[config.mk]
export PLATFORM = sky130hd
export DESIGN_NAME = class_score_accumulator
export DESIGN_NICKNAME = d
export VERILOG_FILES = /design/src/rtl/class_score_accumulator.sv
export SDC_FILE = /design/constraint.sdc
export NUM_CORES = 2
export LEC_CHECK = 0
export ABC_AREA = 1
export ABC_CLOCK_PERIOD_IN_PS = 3100
export BUFFER_PORTS_ARGS = -buffer_cell sky130_fd_sc_hd__buf_4
export CAP_MARGIN = 20
export CORE_MARGIN = 1
export CORE_UTILIZATION = 42
export DETAILED_ROUTE_END_ITERATION = 16
export GPL_ROUTABILITY_DRIVEN = 0
export MAX_ROUTING_LAYER = met4
export PLACE_DENSITY = 0.61
export SYNTH_ARGS = -nofsm -noshare
export SYNTH_HDL_FRONTEND = slang
export SYNTH_SLANG_ARGS = --single-unit
[constraint.sdc]
create_clock -name clk -period 3.1 [get_ports clk]
set_clock_uncertainty 0.15 [all_clocks]
set_input_delay 0.465 -clock clk [delete_from_list [all_inputs] [get_ports clk]]
set_output_delay 0.465 -clock clk [all_outputs]
set_load 0.1 [all_outputs]
[src/rtl/class_score_accumulator.sv]
// Output-layer MAC engine: streams feature beats carrying ten class weights and keeps ten
// signed running sums. At frame close it publishes the ten scores, held, with a one-cycle valid.
module class_score_accumulator #(
    parameter int unsigned DATA_W       = 8,
    parameter int unsigned ACC_W        = 26,
    parameter int unsigned MAX_FEATURES = 784,
    parameter int unsigned CNT_W        = 10
) (
    input  logic                     clk,
    input  logic                     rst,
    input  logic                     start,
    input  logic                     in_valid,
    input  logic                     in_last,
    input  logic signed [DATA_W-1:0] in_feature,
    input  logic [10*DATA_W-1:0]     in_weights,
    output logic                     in_ready,
    output logic                     busy,
    output logic signed [ACC_W-1:0]  image_number_0,
    output logic signed [ACC_W-1:0]  image_number_1,
    output logic signed [ACC_W-1:0]  image_number_2,
    output logic signed [ACC_W-1:0]  image_number_3,
    output logic signed [ACC_W-1:0]  image_number_4,
    output logic signed [ACC_W-1:0]  image_number_5,
    output logic signed [ACC_W-1:0]  image_number_6,
    output logic signed [ACC_W-1:0]  image_number_7,
    output logic signed [ACC_W-1:0]  image_number_8,
    output logic signed [ACC_W-1:0]  image_number_9,
    output logic                     out_valid,
    output logic                     err_len
);

    localparam int unsigned PROD_W = 2 * DATA_W;
    localparam logic [CNT_W-1:0] LastCnt = CNT_W'(MAX_FEATURES - 1);

    typedef enum logic [0:0] {StIdle, StAcc} state_e;

    state_e                   state_q, state_d;
    logic signed [ACC_W-1:0]  acc_q   [10];
    logic signed [ACC_W-1:0]  acc_d   [10];
    logic signed [ACC_W-1:0]  score_q [10];
    logic signed [ACC_W-1:0]  score_d [10];
    logic [CNT_W-1:0]         cnt_q, cnt_d;
    logic                     out_valid_q, out_valid_d;
    logic                     err_len_q, err_len_d;
    logic                     frame_close;

    logic signed [PROD_W-1:0] prod [10];
    logic signed [ACC_W-1:0]  sum  [10];

    // Full-precision products, sign-extended into the accumulator width.
    always_comb begin
        for (int k = 0; k < 10; k++) begin
            prod[k] = in_feature * $signed(in_weights[DATA_W*k +: DATA_W]);
            sum[k]  = acc_q[k] + {{(ACC_W-PROD_W){prod[k][PROD_W-1]}}, prod[k]};
        end
    end

    always_comb begin
        state_d     = state_q;
        acc_d       = acc_q;
        score_d     = score_q;
        cnt_d       = cnt_q;
        out_valid_d = 1'b0;
        err_len_d   = err_len_q;
        frame_close = 1'b0;
        case (state_q)
            StIdle: begin
                if (start) begin
                    state_d   = StAcc;
                    cnt_d     = '0;
                    err_len_d = 1'b0;
                    for (int k = 0; k < 10; k++) acc_d[k] = '0;
                end
            end
            StAcc: begin
                if (start) begin
                    // Abort: any beat presented alongside start is dropped.
                    cnt_d = '0;
                    for (int k = 0; k < 10; k++) acc_d[k] = '0;
                end else if (in_valid) begin
                    frame_close = in_last || (cnt_q == LastCnt);
                    cnt_d       = cnt_q + CNT_W'(1);
                    acc_d       = sum;
                    if (frame_close) begin
                        score_d     = sum;
                        out_valid_d = 1'b1;
                        state_d     = StIdle;
                        err_len_d   = !in_last;
                    end
                end
            end
            default: state_d = StIdle;
        endcase
    end

    always_ff @(posedge clk or negedge rst) begin
        if (!rst) begin
            state_q     <= StIdle;
            cnt_q       <= '0;
            out_valid_q <= 1'b0;
            err_len_q   <= 1'b0;
            for (int k = 0; k < 10; k++) begin
                acc_q[k]   <= '0;
                score_q[k] <= '0;
            end
        end else begin
            state_q     <= state_d;
            cnt_q       <= cnt_d;
            out_valid_q <= out_valid_d;
            err_len_q   <= err_len_d;
            acc_q       <= acc_d;
            score_q     <= score_d;
        end
    end

    assign in_ready       = (state_q == StAcc);
    assign busy           = in_ready;
    assign out_valid      = out_valid_q;
    assign err_len        = err_len_q;
    assign image_number_0 = score_q[0];
    assign image_number_1 = score_q[1];
    assign image_number_2 = score_q[2];
    assign image_number_3 = score_q[3];
    assign image_number_4 = score_q[4];
    assign image_number_5 = score_q[5];
    assign image_number_6 = score_q[6];
    assign image_number_7 = score_q[7];
    assign image_number_8 = score_q[8];
    assign image_number_9 = score_q[9];

endmodule

==> flow_summary_export.csv <==
group,metric,value,unit
critical_path,critPathMostFrequentCell,"buf_4",
critical_path,worst_path_largest_cell_delay,0.52,ns
critical_path,start_kind,"input port",
clocking,clk_pin_slew_worst_paths,0.06,ns
timing,rsz0062_at_grt,"true",
finish,num-nets-final,11086,
critical_path,count_of_buffer_and_inverter_cells_on_the_critical_path,10,
detailed_routing,first_iter_violations,3520,
critical_path,critical_path_at,5.83,ns
yosys,synth.area.top_cells,"dfrtp_1 22%, fa_1 18%, nand2_1 14%",
worst_hold_path,timing.hold.worst.class,"in -> async",
clocking,ctsRootBufferMaster,"clkbuf_16",
timing,timing.setup.tns,-824.96,ns
placed_design,dp_slack,-3.34,ns
clocking,numClockSinks,533,
yosys,seq_area_frac_synth,0.216,
timing,layout_setup_ws,-2.32,ns
finish,final_core_util,0.570,
timing,fmax,184,MHz
critical_path,critPathCaptureType,"flip-flop",
critical_path,timing.critical_path.fanout_max,6,
detailed_routing,drt-total-wl,191,mm
placed_design,dp_cells,11625,
timing,slew_headroom,0.510,
finish,leading_cell_type_in_the_layout_fill_and_taps_excluded,"nand2_1",
timing,finalHoldViolCount,0,
yosys,synthFlopType,"dfrtp_1",
critical_path,crit_slowest_cell,"fa_2",
detailed_routing,wire_per_inst,16.1,microns
timing,layout_worst_path_cycle_share,1.75,
grt,grt_start_max_net_pins,119,
finish,instances_no_fill,11849,
detailed_routing,remaining_drc_errors,0,
run_status,violations_in_the_final_reports,"setup timing",
finish,final_cell_mix,"2230 x nand2_1, 1736 x inv_1, 1548 x buf_4, 540 x fa_1, 533 x dfrtp_1",
grt,grt_overflow_total,0,
clocking,clock_tree_from_tritoncts,"yes",
critical_path,setup.worst_path.class,"in -> reg",
die,total_die_area,0.148,sq mm
run_status,status,"finished with violations",
yosys,number_of_flip_flops_and_latches_in_the_synthesized_netlist,533,
grt,vias_in_the_first_global_route,59091,
timing,final_number_of_setup_violating_endpoints,441,
yosys,synthesis.yosys.warnings,0,
yosys,ffs_w_async_s_r_synth,1.00,
yosys,synthesis.area,0.0617,sq mm
detailed_routing,vias_per_cell,4.94,
grt,grt.total_usage,0.264,
clocking,ctsLongestPathBuffers,3,
timing,final.min_clock_period,5.42,ns
clocking,h-tree-depth,3,
placed_design,io_buffer_count,356,
clocking,clk_latency,0.67,ns
yosys,post_synth_inst_count,8422,
timing,final-max-slew-violation-count,0,
die,fp.dieH,385,microns
die,core,0.146,sq mm
critical_path,reg2reg_launch_point,"acc_q[156]",
placed_design,dpl.hpwl,148,mm
critical_path,path_delay_family,"adder cells",
detailed_routing,drtAntennaViolNets,0,
yosys,synth.distinct_cells,59,
yosys,synth_nets,9646,
timing,tightest_slew,0.735,ns
detailed_routing,dr_total_vias,58529,
grt,grt_antenna_before_repair,18,
clocking,cts_inserted_buffers,69,
flow_run,maximum_capacitance_violations,0,
finish,drive_above_1_share,0.260,
critical_path,worst_r2r_endpoint,"image_number_3[16]",
finish,area.growth.synth_to_final,34.7,%
critical_path,cp_data_required_time,3.51,ns
detailed_routing,drt_pass1_iterations,7,
critical_path,regToRegSetupSlack,0.51,ns
yosys,synth.largest_area_cell,"dfrtp_1",
yosys,synth_edf_count,0,
critical_path,worstRegToRegCells,13,
yosys,synth_top_cell_area_share,0.216,
die,initial_utilization,0.423,
grt,first_pass_grt_wire_length,306,mm
die,rows,140,
die,floorplan_die_width,385,microns
die,design.portCount,357,
yosys,syn_avg_cell_area,7.32,sq um
==> worst max-delay path by stage <==
| stage | start | endpoint | cells after the start |
|---|---|---|---|
| 3_3_place_gp | in_feature[7] | image_number_1[25] | 31 |
| 5_1_grt | in_feature[7] | acc_q[151] | 30 |
| 6_report | in_feature[7] | image_number_4[21] | 29 |
| 2_1_floorplan | in_feature[7] | image_number_8[24] | 25 |
| 3_5_place_dp | in_feature[7] | image_number_1[25] | 31 |
| 4_1_cts | in_feature[7] | image_number_5[17] | 32 |
==> cells by family (layout without fill, tap and decap cells) <==
kind of cell | Yosys count | count (layout) | share of synthesized area
xor+xnor | 240 | 240 | 0.0341
buf+inv | 2048 | 3534 | 0.130
compound gates | 985 | 985 | 0.0898
flops | 533 | 533 | 0.216
simple gates | 3485 | 3492 | 0.232
other cells | 0 | 17 | 0
fa+ha+maj | 1131 | 1131 | 0.298
==> routing by layer <==
metal | global-route usage | part of all wire | up-vias
met5 | - | 0 | -
met4 | 0.0671 | 0.023 | 0
met3 | 0.0327 | 0.050 | 253
met2 | 0.427 | 0.47 | 1192
met1 | 0.350 | 0.46 | 28275
li1 | - | - | 28809
==> cells in the mapped netlist (22+ instances only) <==
| library cell | number |
|---|---|
| xnor2_1 | 123 |
| o21ai_1 | 136 |
| a21oi_1 | 360 |
| nand3b_1 | 52 |
| clkbuf_1 | 114 |
| or2_1 | 22 |
| o21ai_0 | 289 |
| clkbuf_2 | 69 |
| buf_6 | 23 |
| dfrtp_1 | 533 |
| a21o_1 | 28 |
| xor2_1 | 117 |
| nand4_1 | 80 |
| buf_2 | 34 |
| nor2_1 | 414 |
| ha_1 | 571 |
| nor3_1 | 39 |
| nand2_1 | 2365 |
| inv_1 | 1788 |
| o21bai_1 | 43 |
| fa_1 | 560 |
| nand3_1 | 450 |
==> state kept, by name (all words and copies together), names as in the netlist <==
register / flops
image_number_6: 26
acc_q: 260
image_number_1: 26
image_number_7: 26
image_number_0: 26
err_len: 1
image_number_4: 26
image_number_2: 26
image_number_3: 26
out_valid: 1
cnt_q: 10
busy: 1
image_number_8: 26
image_number_5: 26
image_number_9: 26
==> final cells by class <==
class	instances	area, sq um
clock inverter	37	480
antenna	17	42.5
inverter	1793	6760
tap	1917	2400
sequential	533	13300
timing repair buffer	1615	12900
timing repair inverter	2	15.0
multi-input combinational	5848	45200
fill	13318	62600
clock buffer	87	1930
==> timing repair <==
| item | 4_1_cts | 5_1_grt |
|---|---|---|
| gates resized for setup | 269 | 421 |
| endpoints found under the setup margin | 444 | 447 |
| hold endpoints to repair | 43 | 0 |
| pin swaps | 94 | 178 |
| setup buffers | 37 | 28 |
| hold buffers | 4 | 0 |
| gates cloned | 11 | 3 |
==> through the flow <==
| stage | instance area (sq um) | hold slack (ns) |
|---|---|---|
| 5_1_grt | 83100 | 0.250 |
| 3_3_place_gp | 76800 | 0.315 |
| 4_1_cts | 80900 | 0.208 |
| 3_5_place_dp | 76800 | 0.316 |
| 2_1_floorplan | 63900 | 0.0194 |
| 6_report | 83100 | 0.231 |
Power is left out: the tool's default activity adds up to more than one toggle a clock period on the data nets, which glitch-free logic cannot reach.
